===== src/rtl/min_stream_reducer.sv =====
// min_stream_reducer: folds each valid/ready frame of unsigned words into its
// minimum, first index of that minimum and saturating beat count.
`timescale 1ns/1ps
`default_nettype none

module min_stream_reducer #(
  parameter int WIDTH = 32,
  parameter int CNT_W = 16
) (
  input  logic             clk,
  input  logic             rst,
  input  logic             in_valid,
  output logic             in_ready,
  input  logic [WIDTH-1:0] in_data,
  input  logic             in_last,
  output logic             out_valid,
  input  logic             out_ready,
  output logic [WIDTH-1:0] out_min,
  output logic [CNT_W-1:0] out_idx,
  output logic [CNT_W-1:0] out_count,
  output logic             out_ovf
);

  typedef enum logic [0:0] {
    S_EMPTY = 1'b0,
    S_ACCUM = 1'b1
  } state_t;

  localparam logic [CNT_W-1:0] c_cnt_max = {CNT_W{1'b1}};
  localparam logic [CNT_W-1:0] c_cnt_one = {{(CNT_W-1){1'b0}}, 1'b1};

  state_t           state_q, state_d;
  logic [WIDTH-1:0] acc_min_q, acc_min_d;
  logic [CNT_W-1:0] acc_idx_q, acc_idx_d;
  logic [CNT_W-1:0] acc_cnt_q, acc_cnt_d;
  logic             acc_ovf_q, acc_ovf_d;
  logic             out_valid_q, out_valid_d;
  logic [WIDTH-1:0] out_min_q, out_min_d;
  logic [CNT_W-1:0] out_idx_q, out_idx_d;
  logic [CNT_W-1:0] out_count_q, out_count_d;
  logic             out_ovf_q, out_ovf_d;

  logic             w_accept;
  logic             w_lt;
  logic             w_sat;
  logic [WIDTH-1:0] w_min;
  logic [CNT_W-1:0] w_idx;
  logic [CNT_W-1:0] w_cnt;
  logic             w_ovf;

  // A pending result blocks the whole input so the accumulator never runs ahead.
  assign in_ready = ~out_valid_q | out_ready;
  assign w_accept = in_valid & in_ready;

  // Fold of the presented beat into the running frame state.
  always_comb begin
    w_lt  = in_data < acc_min_q;
    w_sat = acc_cnt_q == c_cnt_max;
    if (state_q == S_EMPTY) begin
      w_min = in_data;
      w_idx = '0;
      w_cnt = c_cnt_one;
      w_ovf = 1'b0;
    end else begin
      w_min = w_lt ? in_data : acc_min_q;
      w_idx = w_lt ? acc_cnt_q : acc_idx_q;
      w_cnt = w_sat ? c_cnt_max : acc_cnt_q + c_cnt_one;
      w_ovf = acc_ovf_q | w_sat;
    end
  end

  always_comb begin
    state_d     = state_q;
    acc_min_d   = acc_min_q;
    acc_idx_d   = acc_idx_q;
    acc_cnt_d   = acc_cnt_q;
    acc_ovf_d   = acc_ovf_q;
    out_valid_d = out_valid_q;
    out_min_d   = out_min_q;
    out_idx_d   = out_idx_q;
    out_count_d = out_count_q;
    out_ovf_d   = out_ovf_q;

    if (out_valid_q && out_ready) begin
      out_valid_d = 1'b0;
    end

    if (w_accept) begin
      if (in_last) begin
        state_d     = S_EMPTY;
        out_valid_d = 1'b1;
        out_min_d   = w_min;
        out_idx_d   = w_idx;
        out_count_d = w_cnt;
        out_ovf_d   = w_ovf;
      end else begin
        state_d   = S_ACCUM;
        acc_min_d = w_min;
        acc_idx_d = w_idx;
        acc_cnt_d = w_cnt;
        acc_ovf_d = w_ovf;
      end
    end
  end

  always_ff @(posedge clk) begin
    if (rst) begin
      state_q     <= S_EMPTY;
      acc_min_q   <= '0;
      acc_idx_q   <= '0;
      acc_cnt_q   <= '0;
      acc_ovf_q   <= 1'b0;
      out_valid_q <= 1'b0;
      out_min_q   <= '0;
      out_idx_q   <= '0;
      out_count_q <= '0;
      out_ovf_q   <= 1'b0;
    end else begin
      state_q     <= state_d;
      acc_min_q   <= acc_min_d;
      acc_idx_q   <= acc_idx_d;
      acc_cnt_q   <= acc_cnt_d;
      acc_ovf_q   <= acc_ovf_d;
      out_valid_q <= out_valid_d;
      out_min_q   <= out_min_d;
      out_idx_q   <= out_idx_d;
      out_count_q <= out_count_d;
      out_ovf_q   <= out_ovf_d;
    end
  end

  assign out_valid = out_valid_q;
  assign out_min   = out_min_q;
  assign out_idx   = out_idx_q;
  assign out_count = out_count_q;
  assign out_ovf   = out_ovf_q;

endmodule

`default_nettype wire


===== config.mk =====
export PLATFORM = sky130hd
export DESIGN_NAME = min_stream_reducer
export DESIGN_NICKNAME = d
export VERILOG_FILES = /design/src/rtl/min_stream_reducer.sv
export SDC_FILE = /design/constraint.sdc
export NUM_CORES = 1
export LEC_CHECK = 0
export BUFFER_PORTS_ARGS = -buffer_cell sky130_fd_sc_hd__buf_2
export CORE_MARGIN = 2
export CORE_UTILIZATION = 60
export CTS_BUF_LIST = sky130_fd_sc_hd__clkbuf_2 sky130_fd_sc_hd__clkbuf_4 sky130_fd_sc_hd__clkbuf_8
export DETAILED_ROUTE_END_ITERATION = 12
export PLACE_DENSITY = 0.84
export SETUP_SLACK_MARGIN = 0.02
export SYNTH_ARGS = -nofsm -noshare
export SYNTH_HDL_FRONTEND = slang
export SYNTH_SLANG_ARGS = --single-unit

===== constraint.sdc =====
create_clock -name clk -period 6.6 [get_ports clk]
set_input_delay 1.32 -clock clk [delete_from_list [all_inputs] [get_ports clk]]
set_output_delay 1.32 -clock clk [all_outputs]
set_load 0.01 [all_outputs]

==> metrics.md <==
| Metric | Value |
|---|---|
| Seq cells post-synth | `132` |
| Multi-input gate area | `3350 um2` |
| Port buffer count | `between 100 and 150` |
| Total GRT Usage | `31.4%` |
| Post-synth top cells | `dfxtp_1 (132), nand2_1 (76), nand4_1 (70)` |
| # H-tree levels | `4` |
| Total CTS buffers | `17` |
| Place WS | `2.26 ns` |
| Synth Net Count | `about 800` |
| Post-layout instance area | `7340 um2` |
| Vias in the first global route | `about 6k` |
| Syn. warnings | `0` |
| Crit path max-delay family | `compound AO/OA/AOI/OAI gates` |
| Startpoint types | `input pin` |
| Placer Congestion | `about 0.9` |
| DR vias | `6150` |
| Final period utilization | `59.6%` |
| Die Wd | `approximately 110 um` |
| Initial antenna violation count | `0` |
| Top FF cell, synth | `dfxtp_1` |
| Post-CTS sizing | `0` |
| Layout cell share with drive strength beyond 1 | `20.1%` |
| Setup Buffers After CTS | `0` |
| Avg Cell Area, Syn | `8.78 um2` |
| DR pass1 iterations | `5` |
| Post-synthesis sequential area ratio | `41.5%` |
| Max-slew violation count | `0` |
| WP buf/inv | `1` |
| Post-synth EDFFs | `0` |
| Slew margin rel. | `15.6%` |
| Initial Utilization | `about three fifths` |
| CP max stage cell | `nor2_2` |
| Pin count of the biggest net entering global routing | `65` |
| CTS root buf | `clkbuf_8` |
| CTS tree | `built` |
| Worst path required time | `6.86 ns` |
| Placed cells | `905` |
| Worst Setup End Kind | `flop` |
| Clock skew | `0.0138 ns` |
| Post-DP HPWL | `between 10 and 15 mm` |
| Number of clock sinks | `around 130` |
| Fillers | `790` |
| Worst-path cell chain | `buf_2 -> ha_1 -> a21oi_1 -> o21ai_0 -> a221oi_1 -> o22ai_2 -> nor2_2 -> o311ai_0` |
| Leading area contributor after synthesis | `dfxtp_1` |
| Max_cap viols | `0` |
| RSZ-0062 raised after global routing | `no` |
| Crit path kind | `in2reg` |
| Status | `finished clean` |
| Setup TNS | `0 ns` |
| DRC viols | `0` |
| PD cells | `between 200 and 250 nW/um2` |
| Highest clock rate | `0.254 GHz` |
| Area post-placement | `6890 um2` |
| First-pass GRT wire length | `28.7 mm` |
| Worst-Skew Late Latency | `0.45 ns` |
| Syn Inst Count | `725` |
| Drt initial violations | `475` |
| Synth top area cells | `dfxtp_1 (42%), nand4_1 (6.9%), ha_1 (6.3%), a21oi_1 (4.6%), nand2_1 (4.5%)` |
| Min Tclk post-route | `3.93 ns` |
| Worst-path clk slew | `0.08 ns` |
| ANT nets after route | `0` |
| WL/cell | `18.5 um` |
| Die H | `107 um` |
| Yosys top cell area share | `41.5%` |
| Fin. Hold Viols | `0` |
| Worst path max stage delay | `0.98 ns` |
| CTS Buffer Depth | `2` |
| DR vias/cell | `roughly 6.6` |
| Hold Path Class | `reg2reg` |
| GRT Residual Overflow | `0` |
| Die area | `11400 um2` |
| Leak | `2.79 nW` |
| Post-route insts no fill | `937` |
| N_diodes | `0` |
| Total wire length | `approximately 17 mm` |
| Register area | `2640 um2` |
| Hold Buf Count CTS | `0` |
| Tightest Pin Transition | `roughly 1.3 ns` |
| Synth Cell Area | `around 6400 um2` |
| Worst Slack Setup Final | `around 2.7 ns` |
| Final #Nets | `857` |
| Cell with the most instances after synthesis | `dfxtp_1` |
| Final setup violating endpoints | `0` |
| Synthesis-to-finish area growth | `15.3%` |
| Row cnt | `37` |
| IO Pins | `104` |
| Async set-or-reset flop fraction in the synthesized netlist | `0%` |
| Peak supply drop | `0.000144 V` |
| Synth cell types | `54` |
| Core area | `10300 um2` |
| WP data arrival | `around 4.2 ns` |
| Worst-path maximum fanout | `32` |
-- layout by cell type (no fill, tap or decap), drive strengths merged, types with 17 or more instances in the layout --
| master | Yosys | routed |
|---|---|---|
| o311ai | 32 | 32 |
| inv | 35 | 35 |
| buf | 13 | 113 |
| a21oi | 59 | 59 |
| nand2 | 76 | 76 |
| dfxtp | 132 | 132 |
| o31ai | 33 | 33 |
| and2 | 17 | 17 |
| o21ai | 23 | 23 |
| nand4 | 70 | 70 |
| a22o | 22 | 22 |
| ha | 32 | 32 |
| clkbuf | 56 | 20 |
-- per-stage QoR --
stage | util (%) | total power [W] | hold WS, ns
6_report | 71.1 | 0.00178 | 0.450
5_1_grt | 71.1 | 0.00184 | 0.465
4_1_cts | 71.1 | 0.00178 | 0.450
3_5_place_dp | 66.7 | 0.00103 | 0.440
3_3_place_gp | 66.7 | 0.00103 | 0.422
2_1_floorplan | - | 0.000968 | 0.448
-- per-layer routing --
layer,global-route usage [%],wire [um]
met1,37.8,6800
met2,53.1,8690
met3,7.84,1330
met4,13.7,501
met5,0,0
-- where the power goes --
group	switching, W	total [W]	internal [W]
combinational	0.000126	0.000187	0.0000612
sequential	0.0000150	0.000833	0.000818
clock	0.000323	0.000758	0.000435
-- registers in the layout (all words and copies together) (netlist names) --
register	flops
out_count	16
state_q	1
acc_ovf_q	1
out_idx	16
acc_idx_q	16
acc_cnt_q	16
out_ovf	1
acc_min_q	32
out_min	32
out_valid	1
-- cell type report --
type	instances	area share (%)
Tap cell	136	2.32
Timing Repair Buffer	113	8.05
Sequential cell	132	36.0
Multi-Input combinational cell	488	45.7
Clock inverter	12	2.44
Inverter	36	1.84
Clock buffer	20	3.67
-- worst min-delay path: stages, from the launching register on --
cell     delay (ns)
dfxtp_1        0.32
nand2_1        0.05
nand2_1        0.04
-- kinds of logic (layout without fill, tap and decap cells) --
| family | after synthesis | count (layout) | share of synthesized area [%] |
|---|---|---|---|
| AOI/OAI and AO/OA | 214 | 214 | 24.4 |
| xor gates and xnor gates | 7 | 7 | 0.963 |
| adders and majority gates | 32 | 32 | 6.29 |
| buffers and inverters | 105 | 181 | 6.59 |
| DFF | 132 | 132 | 41.5 |
| muxes | 2 | 2 | 0.315 |
| and+or+nand+nor | 233 | 233 | 19.9 |
-- final timing paths --
path | startpoint | end | slack [ns] | cells past startpoint
worst max-delay path | in_data[19] | out_min[21] | 2.67 | 8
worst min register to register | out_count[13] | out_count[13] | 0.45 | 2
worst max register to register | acc_min_q[19] | out_min[21] | 3.29 | 8
worst min-delay path | out_count[13] | out_count[13] | 0.45 | 2
Power figures use the tool's default switching activity.
